## src/rtl/add_i8v4_pkg.sv

```systemverilog
// ----------------------------------------------------------------------------
// add_i8v4_pkg
// Shared constants and types for the four-lane signed 8-bit vector adder.
//   LANES  : number of independent lanes (4)
//   LANE_W : width of one lane in bits (8)
//   lane_t : one two's-complement lane value
//   vec_t  : all lanes packed together, lane 0 in the least significant slot
// ----------------------------------------------------------------------------
package add_i8v4_pkg;

    localparam int LANES  = 4;
    localparam int LANE_W = 8;

    typedef logic [LANE_W-1:0] lane_t;
    typedef lane_t [LANES-1:0] vec_t;

endpackage : add_i8v4_pkg

```

## src/rtl/add_i8v4_lane.sv

```systemverilog
// ----------------------------------------------------------------------------
// add_i8v4_lane
// One 8-bit two's-complement wrap-around adder lane: y = (a + b) mod 256.
// No saturation, no overflow flag, no carry-out.
//
// Configuration macro: ADD_I8V4_OUT_REG_EN
//   undefined : y is a purely combinational function of a and b; clock and
//               reset are ignored.
//   defined   : y is registered (1 cycle latency) with asynchronous,
//               active-high reset clearing it to 0.
//
// Ports
//   clock : system clock (register build only)
//   reset : asynchronous active-high reset (register build only)
//   a, b  : lane operands, two's complement
//   y     : lane sum, two's complement, wrapped to 8 bits
// ----------------------------------------------------------------------------
module add_i8v4_lane
    import add_i8v4_pkg::*;
(
    input  logic  clock,
    input  logic  reset,
    input  lane_t a,
    input  lane_t b,
    output lane_t y
);

    // Sign-extend both operands, add at full width, then keep the low bits.
    // Dropping the top bit is exactly the modulo-256 wrap; the signed and
    // unsigned readings of the kept bits are identical.
    function automatic lane_t wrap_add(input logic signed [LANE_W-1:0] x,
                                       input logic signed [LANE_W-1:0] z);
        logic signed [LANE_W:0] full;
        full = (LANE_W+1)'(x) + (LANE_W+1)'(z);
        return full[LANE_W-1:0];
    endfunction

    logic signed [LANE_W-1:0] a_p0;
    logic signed [LANE_W-1:0] b_p0;
    lane_t                    sum_p0;

    // ---- stage p0: combinational add ----
    assign a_p0   = a;
    assign b_p0   = b;
    assign sum_p0 = wrap_add(a_p0, b_p0);

`ifdef ADD_I8V4_OUT_REG_EN
    lane_t y_p1;

    // ---- stage p1: output register ----
    // Reset must clear the visible output immediately, so the lane sum
    // register carries the asynchronous reset.
    always_ff @(posedge clock or posedge reset) begin
        if (reset) begin
            y_p1 <= '0;
        end else begin
            y_p1 <= sum_p0;
        end
    end

    assign y = y_p1;
`else
    // Clock and reset have no role in the combinational build.
    logic unused_ctrl;
    assign unused_ctrl = clock ^ reset;

    assign y = sum_p0;
`endif

endmodule : add_i8v4_lane

```

## src/rtl/add_i8v4.sv

```systemverilog
// ----------------------------------------------------------------------------
// add_i8v4
// Four-lane signed 8-bit vector adder: y_i = (a_i + b_i) mod 256, i = 0..3.
// Lanes are fully independent; no carry passes between lanes.
//
// Configuration macro: ADD_I8V4_OUT_REG_EN
//   undefined (default) : combinational, zero latency, reset unused.
//   defined             : one output register per lane, latency 1 clock,
//                         asynchronous active-high reset to 0.
//
// Ports
//   clock      : system clock (register build only)
//   reset      : asynchronous active-high reset (register build only)
//   a_0..a_3   : lane operands A, two's complement, 8 bits each
//   b_0..b_3   : lane operands B, two's complement, 8 bits each
//   y_0..y_3   : lane sums, two's complement, 8 bits each
// ----------------------------------------------------------------------------
module add_i8v4
    import add_i8v4_pkg::*;
(
    input  logic        clock,
    input  logic        reset,
    input  logic [7:0]  a_0,
    input  logic [7:0]  a_1,
    input  logic [7:0]  a_2,
    input  logic [7:0]  a_3,
    input  logic [7:0]  b_0,
    input  logic [7:0]  b_1,
    input  logic [7:0]  b_2,
    input  logic [7:0]  b_3,
    output logic [7:0]  y_0,
    output logic [7:0]  y_1,
    output logic [7:0]  y_2,
    output logic [7:0]  y_3
);

    vec_t a_vec;
    vec_t b_vec;
    vec_t y_vec;

    // Discrete lane ports packed so the lanes can be generated uniformly.
    assign a_vec = {a_3, a_2, a_1, a_0};
    assign b_vec = {b_3, b_2, b_1, b_0};

    for (genvar i = 0; i < LANES; i++) begin : g_lane
        add_i8v4_lane u_lane (
            .clock (clock),
            .reset (reset),
            .a     (a_vec[i]),
            .b     (b_vec[i]),
            .y     (y_vec[i])
        );
    end

    assign y_0 = y_vec[0];
    assign y_1 = y_vec[1];
    assign y_2 = y_vec[2];
    assign y_3 = y_vec[3];

endmodule : add_i8v4

```

## config.mk

```make
export PLATFORM = sky130hd
export DESIGN_NAME = add_i8v4
export DESIGN_NICKNAME = d
export VERILOG_FILES = /design/src/rtl/add_i8v4_pkg.sv /design/src/rtl/add_i8v4_lane.sv /design/src/rtl/add_i8v4.sv
export SDC_FILE = /design/constraint.sdc
export NUM_CORES = 1
export LEC_CHECK = 0
export CAP_MARGIN = 10
export CORE_AREA = 2 2 60 62
export DETAILED_ROUTE_END_ITERATION = 6
export DIE_AREA = 0 0 62 64
export PLACE_DENSITY = 0.94
export SLEW_MARGIN = 20
export SYNTH_ARGS = -nofsm -noshare
export SYNTH_HDL_FRONTEND = slang
export SYNTH_SLANG_ARGS = --single-unit
```

## constraint.sdc

```tcl
create_clock -name vclk -period 5.6
set_input_delay 1.12 -clock vclk [all_inputs]
set_output_delay 1.12 -clock vclk [all_outputs]
set_load 0.02 [all_outputs]
```

==> out/results.ini, run 1 <==
[setup_path]
critPathCaptureType=output pin
startpoint_type=primary input
crit_type=in2out
path_max_fanout=3
crit_required_ns=4.48
arrival_ns=3.54

[drt]
vias=1493
firstDrtPassIters=4
via_per_inst=4.98
drc=0
drt-total-wl_um=3470
final_antenna_net_count=0
drtIter0Drc=59
wl_per_cell_um=11.6

[layout]
syn_to_final_growth_pct=84.9
seqCellArea_sq_um=0
clkbuf_count=0
nFillCells=294
seq_cells=0
antenna-diode-count=0
stdcell_area_sq_mm=0.00222
multi_input_area_sq_mm=0.00113
final_net_count=354
drive_gt1_share_pct=0.394

[power_and_ir_drop]
power_frac_clock_pct=0
ir_worst_vdd_mv=0.0775
p_seq_share_pct=0
intPower_uw=165
p_sw_uw=143
combPwrFrac_pct=100.0
switching_share_pct=46.4
power_density_mw_per_mm2=139
leakagePower_uw=0.000961

[clock_network]
cts_resized=0
cts_setup_buffers=0
postCtsHoldBufs=0

[global_routing]
antenna_found_initial=0
grt_use_total_pct=16.9
grt_pass1_wl_um=5480
grt_overflow=0
grt_pass1_vias=1461
grt_max_degree=7

[timing]
max_slew_margin_pct=80.2
final.min_clock_period_ns=4.66
maxSlewViolCount=0
setup_viol=0
fin_setup_tns_ns=0
hold_viol_final=0
fmax_mhz=215
rsz0062_at_grt=no
tightestPinTransition_ns=0.296
fin_crit_sh_pct=83.1

[yosys]
synth_top_area_share_pct=29.2
synth_area_per_cell_sq_um=7.59
syn_area_sq_mm=0.00120
synthTopCellsByCount=28 x ha_1, 19 x a21oi_1, 19 x inv_1
ys_types=27
yosysTopAreaCell=ha_1
synth_fp_nets=256
postSynthCellCount=158
ys_seq_area_share_pct=0
synth_warnings=0
netlist_top_cells_area=ha_1 29%, xnor2_1 8.8%, a21oi_1 7.9%
yosysMostFrequentCell=ha_1

[die]
dieArea_sq_mm=0.00397
start_util_pct=36.5
dieHeight_um=64
ios=98
num_rows=21
core_area_sq_mm=0.00328
die_w_um=62

[hold_path]
hold_end=y_2[0]
holdPathStages=3
worstHoldStart=b_2[0]
hold_path.class=in2out

[place]
portBuffers=96
placed_cell_area_sq_mm=0.00222
post-dp-hpwl_um=3140
gp_congestion=0.752

[job]
maxCapViolations=0

[run_status]
status=finished, final reports clean

==> power groups by stage <==
stage | Combinational [uW] | Sequential, uW | Clock (uW)
after global placement | 302 | 0 | 0
final | 308 | 0 | 0
after detailed placement | 309 | 0 | 0
after floorplan | 164 | 0 | 0
after global routing | 334 | 0 | 0
after CTS | 310 | 0 | 0
==> cells in the final DEF (no fill, tap or decap), types with 4 or more instances in the layout <==
cell type and n:
a21o_1 4, a21oi_1 19, clkdlybuf4s50_1 96, fa_1 4, ha_1 28, inv_1 19, nand2_1 4, nand3_1 10
nor2_1 7, o21a_1 4, o21ai_0 7, o31a_1 4, xnor2_1 12, xor2_1 7
==> critical path: stages <==
cell,delay [ns]
clkdlybuf4s50_1,0.40
ha_1,0.21
inv_1,0.07
fa_1,0.24
nor2b_4,0.06
o31a_1,0.26
or4b_1,0.47
nand3_1,0.10
clkdlybuf4s50_1,0.60
==> kinds of logic (layout without fill, tap and decap cells) <==
family | Yosys count | count (layout) | synth area share (%)
xor+xnor | 19 | 19 | 13.9
simple gates | 39 | 39 | 18.7
mux | 1 | 1 | 0.834
buf+inv | 19 | 115 | 5.94
fa+ha+maj | 32 | 32 | 35.9
compound gates | 48 | 48 | 24.8
==> worst max path at each step <==
stage,start,endpoint,slack (ns),depth (start not counted)
floorplan,a_0[0],y_0[6],1.92,7
global placement,a_0[0],y_0[6],0.97,9
detailed placement,a_0[0],y_0[6],0.94,9
CTS,a_0[0],y_0[6],0.94,9
global route,a_0[0],y_0[6],0.79,9
finish,a_0[0],y_0[6],0.94,9
==> stage by stage <==
| step | util [%] | hold slack, ns | worst slack [ns] | std cells | total power (uW) |
|---|---|---|---|---|---|
| finish | 67.5 | 3.40 | 0.945 | 300 | 308 |
| global route | 67.5 | 3.43 | 0.785 | 300 | 334 |
| CTS | 67.5 | 3.41 | 0.938 | 300 | 310 |
| detailed placement | 67.5 | 3.41 | 0.938 | 300 | 309 |
| global placement | 67.5 | 3.39 | 0.970 | 300 | 302 |
| floorplan | - | 2.44 | 1.92 | 158 | 164 |
==> routing by layer <==
metal  global-route usage (%)  vias to the layer above  share of wire (%)
met5                        0                        -                  0
met4                     3.19                        0                1.6
met3                     1.62                        6                7.2
met2                     33.5                       60                 54
met1                     18.3                      649                 37
li1                         -                      778                  -
==> area by class of cell <==
type / instances / share of cell area, %
inverter: 19 / 3.21
tap: 46 / 2.59
timing repair buffer: 96 / 43.3
multi-input combinational: 139 / 50.9
No activity file was read; power rests on OpenSTA's default activity.
==> run 2, diff against run 1 <==
--- a/config.mk
+++ b/config.mk
@@ -6,10 +6,10 @@
 export NUM_CORES = 1
 export LEC_CHECK = 0
 export CAP_MARGIN = 10
-export CORE_AREA = 2 2 60 62
+export CORE_AREA = 2 2 66 68
 export DETAILED_ROUTE_END_ITERATION = 6
-export DIE_AREA = 0 0 62 64
-export PLACE_DENSITY = 0.94
+export DIE_AREA = 0 0 68 70
+export PLACE_DENSITY = 0.83
 export SLEW_MARGIN = 20
 export SYNTH_ARGS = -nofsm -noshare
 export SYNTH_HDL_FRONTEND = slang
==> constraint.sdc (replaced) <==
create_clock -name vclk -period 4.2
set_input_delay 0.84 -clock vclk [all_inputs]
set_output_delay 0.84 -clock vclk [all_outputs]
set_load 0.02 [all_outputs]
==> run 2 against run 1 <==
Global-route usage shrank 2.9 points; design area grew 0.79%; non-clock buffer count grew 1; largest power group unchanged; highest routed layer unchanged; via count grew 0.27%.
==> out/results.ini, run 2 (same netlist as run 1, synthesis figures left out) <==
[place]
gp_congestion=0.735
post-dp-hpwl_um=3120
portBuffers=96
place_inst=307

[clock_network]
cts_resized=0
cts_setup_buffers=0
postCtsHoldBufs=0

[layout]
seq_cells=0
multi_input_area_sq_mm=0.00113
syn_to_final_growth_pct=86.3
clkbuf_count=0
mostFrequentLayoutCells=95 x clkdlybuf4s50_1, 28 x ha_1, 19 x inv_1, 19 x a21oi_1, 12 x xnor2_1
seqCellArea_sq_um=0
antenna-diode-count=0
final_net_count=355
drive_gt1_share_pct=0.784
layoutNonFillerInstCount=307
nFillCells=400
layout_commonest_cell=clkdlybuf4s50_1

[drt]
firstDrtPassIters=4
wl_per_cell_um=11.1
drtIter0Drc=45
via_per_inst=4.88
wl_met1_um=1320
wl_met2_um=1640
met3_length_um=430
drt-total-wl_um=3400
topRoutingLayerUsed=met4
final_antenna_net_count=0
vias=1497
drc=0

[setup_path]
cp.depth=9
arrival_ns=3.21
crit_type=in2out
path_max_fanout=3
startpoint_type=primary input
critPathCaptureType=output pin
cpMostUsedCell=clkdlybuf4s50_1
crit_required_ns=3.36
max_stage_delay_ns=0.61
crit_chain=clkdlybuf4s50_1, ha_1, inv_1, fa_1, nor2b_1, o31a_1, or4_1, nand3_1, clkdlybuf4s50_1
crit_path_top_delay_cell=clkdlybuf4s50_1
critPathTopFamily=buffers and inverters
crit_buf_inv=3

[timing]
hold_viol_final=0
fmax_mhz=247
final.min_clock_period_ns=4.05
rsz0062_at_grt=no
maxSlewViolCount=0
tightestPinTransition_ns=0.292
fin_crit_sh_pct=96.4
fin_setup_tns_ns=0
max_slew_margin_pct=80.4
setup_viol=0

[hold_path]
hold_path.class=in2out
holdPathStages=5

[global_routing]
grt_pass1_vias=1435
grt_use_total_pct=14.1
antenna_found_initial=0
grt_overflow=0
grt_max_degree=7
grt_pass1_wl_um=5630

[die]
num_rows=24
ios=98
dieArea_sq_mm=0.00476
core_area_sq_mm=0.00414
start_util_pct=29.0
dieHeight_um=70
die_w_um=68

[power_and_ir_drop]
ir_worst_vdd_mv=0.0894
intPower_uw=221
p_sw_uw=190
leakagePower_uw=0.000975
total_power_uw=411
p_seq_share_pct=0
switching_share_pct=46.3
power_frac_clock_pct=0
power_density_mw_per_mm2=184
combPwrFrac_pct=100.0

[run_status]
status=finished, final reports clean

[job]
maxCapViolations=0

[run 2: layout make-up]
| type | count | share of cell area [%] |
|---|---|---|
| Tap cell | 52 | 2.91 |
| Multi-Input combinational cell | 139 | 50.5 |
| Timing Repair Buffer | 97 | 43.4 |
| Inverter | 19 | 3.19 |
[run 2: path summary, 6_finish.rpt]
| check | to | from |
|---|---|---|
| max | y_2[6] | a_2[0] |
| min | y_0[6] | b_0[4] |
[run 2: power by group through the flow]
stage          registers [uW]  clock network [uW]  logic [uW]
2_1_floorplan               0                   0         218
3_3_place_gp                0                   0         408
3_5_place_dp                0                   0         413
4_1_cts                     0                   0         415
5_1_grt                     0                   0         448
6_report                    0                   0         411
[run 2: per-layer routing]
layer  track usage, %  vias to the layer above
met5                0                        -
met4            0.889                        0
met3             4.19                        2
met2             25.9                       62
met1             16.2                      658
li1                 -                      775
[run 2: metrics by stage]
stage / setup WS (ns) / hold slack (ns) / util, % / cell area, sq um
6_report: 0.150 / 2.70 / 54.0 / 2240
5_1_grt: 0.0395 / 2.78 / 54.0 / 2240
4_1_cts: 0.0845 / 2.85 / 53.9 / 2230
3_5_place_dp: 0.0869 / 2.84 / 53.9 / 2230
3_3_place_gp: 0.117 / 2.84 / 53.9 / 2230
2_1_floorplan: 1.08 / 1.88 / - / 1200
==> run 3, diff against run 2 <==
--- a/config.mk
+++ b/config.mk
@@ -9,7 +9,9 @@
 export CORE_AREA = 2 2 66 68
 export DETAILED_ROUTE_END_ITERATION = 6
 export DIE_AREA = 0 0 68 70
+export GPL_ROUTABILITY_DRIVEN = 0
 export PLACE_DENSITY = 0.83
+export RECOVER_POWER = 25
 export SLEW_MARGIN = 20
 export SYNTH_ARGS = -nofsm -noshare
 export SYNTH_HDL_FRONTEND = slang
==> run 3 against run 2 <==
Non-clock buffer count unchanged; largest power group unchanged; routed wire length about the same; combinational power decreased by 1%; power decreased by 1.1%; largest cell class unchanged; via count about the same; first-iteration DRC count unchanged; sequential share of layout area unchanged; cell count unchanged; worst setup slack improved by 0.0016 ns; die area unchanged.
==> out/results.ini, run 3 (same netlist as run 1, synthesis figures left out) <==
[layout]
antenna-diode-count=0
syn_to_final_growth_pct=86.3
seqCellArea_sq_um=0
clkbuf_count=0
seq_cells=0
drive_gt1_share_pct=0.784
final_net_count=355
nFillCells=400
mostFrequentLayoutCells=87 x clkdlybuf4s50_1, 28 x ha_1, 19 x inv_1, 19 x a21oi_1, 12 x xnor2_1
layout_commonest_cell=clkdlybuf4s50_1

[global_routing]
grt_pass1_vias=1435
grt_overflow=0
antenna_found_initial=0
grt_use_total_pct=14.1
grt_pass1_wl_um=5630
grt_max_degree=7

[drt]
wl_met2_um=1640
drc=0
firstDrtPassIters=4
topRoutingLayerUsed=met4
wl_per_cell_um=11.1
via_per_inst=4.88
vias=1498
wl_met1_um=1320
drt-total-wl_um=3400
final_antenna_net_count=0
drtIter0Drc=45
met3_length_um=430

[timing]
fin_crit_sh_pct=96.4
hold_viol_final=0
rsz0062_at_grt=no
max_slew_margin_pct=80.2
fmax_mhz=247
tightestPinTransition_ns=0.295
maxSlewViolCount=0
fin_ws_ns=0.152
fin_setup_tns_ns=0
setup_viol=0
hold_slack_ns=2.70
final.min_clock_period_ns=4.05

[place]
dp_worst_setup_slack_ns=0.0869
portBuffers=96
post-dp-hpwl_um=3120

[job]
maxCapViolations=0

[setup_path]
path_max_fanout=3
arrival_ns=3.21
startpoint_type=primary input
crit_chain=clkdlybuf4s50_1, ha_1, inv_1, fa_1, nor2b_1, o31a_1, or4_1, nand3_1, clkdlybuf4s50_1
max_stage_delay_ns=0.61
crit_type=in2out
critPathCaptureType=output pin
crit_required_ns=3.36
crit_buf_inv=3
critPathTopFamily=buffers and inverters
cpMostUsedCell=clkdlybuf4s50_1
crit_path_top_delay_cell=clkdlybuf4s50_1

[die]
start_util_pct=29.0
die_w_um=68
ios=98
dieHeight_um=70
num_rows=24
dieArea_sq_mm=0.00476
core_area_sq_mm=0.00414

[power_and_ir_drop]
leakagePower_uw=0.000977
combPwrFrac_pct=100.0
p_sw_uw=190
ir_worst_vdd_mv=0.0894
intPower_uw=217
switching_share_pct=46.6
total_power_uw=407
p_seq_share_pct=0
power_frac_clock_pct=0
power_density_mw_per_mm2=182

[clock_network]
cts_setup_buffers=0

[hold_path]
hold_path.class=in2out

[run_status]
status=finished, final reports clean

[run 3: cell types whose count changed in the layout (fill, tap and decap cells not counted)]
cell	delta
clkdlybuf4s50_1	-8
dlygate4sd3_1	+8
[run 3: final timing paths]
check	startpoint	end	slack, ns	cells after the start
worst max-delay path	a_2[0]	y_2[6]	0.15	9
worst min-delay path	b_0[4]	y_0[6]	2.70	5
[run 3: area by class of cell]
type                            count  area, sq um  share of cell area (%)
Timing Repair Buffer               97          971                    43.4
Inverter                           19         71.3                    3.19
Tap cell                           52         65.1                    2.91
Multi-Input combinational cell    139         1130                    50.5
[run 3: layer usage]
metal  up-vias  GRT usage [%]
li1        775              -
met1       659           16.2
met2        62           25.9
met3         2           4.19
met4         0          0.889
met5         -              0
[run 3: tightest hold or removal path: stages]
cell	delay [ns]
clkdlybuf4s50_1	0.46
ha_1	0.17
o21ai_0	0.10
nand3_1	0.06
dlymetal6s2s_1	0.23
[run 3: power groups by stage]
stage / Combinational [uW] / Sequential (uW) / Clock (uW)
after floorplan: 218 / 0 / 0
after global placement: 408 / 0 / 0
after detailed placement: 413 / 0 / 0
after CTS: 415 / 0 / 0
after global routing: 444 / 0 / 0
final: 407 / 0 / 0
[run 3: repair_timing]
action | in CTS | in global routing
endpoints found under the setup margin | 0 | 1
gates resized for setup | 0 | 1
hold buffers | 0 | 0
[run 3: per-stage QoR]
step / instances / util, % / instance area, sq um
after floorplan: 158 / - / 1200
after global placement: 307 / 53.9 / 2230
after detailed placement: 307 / 53.9 / 2230
after CTS: 307 / 53.9 / 2230
after global routing: 307 / 54.0 / 2240
final: 307 / 54.0 / 2240
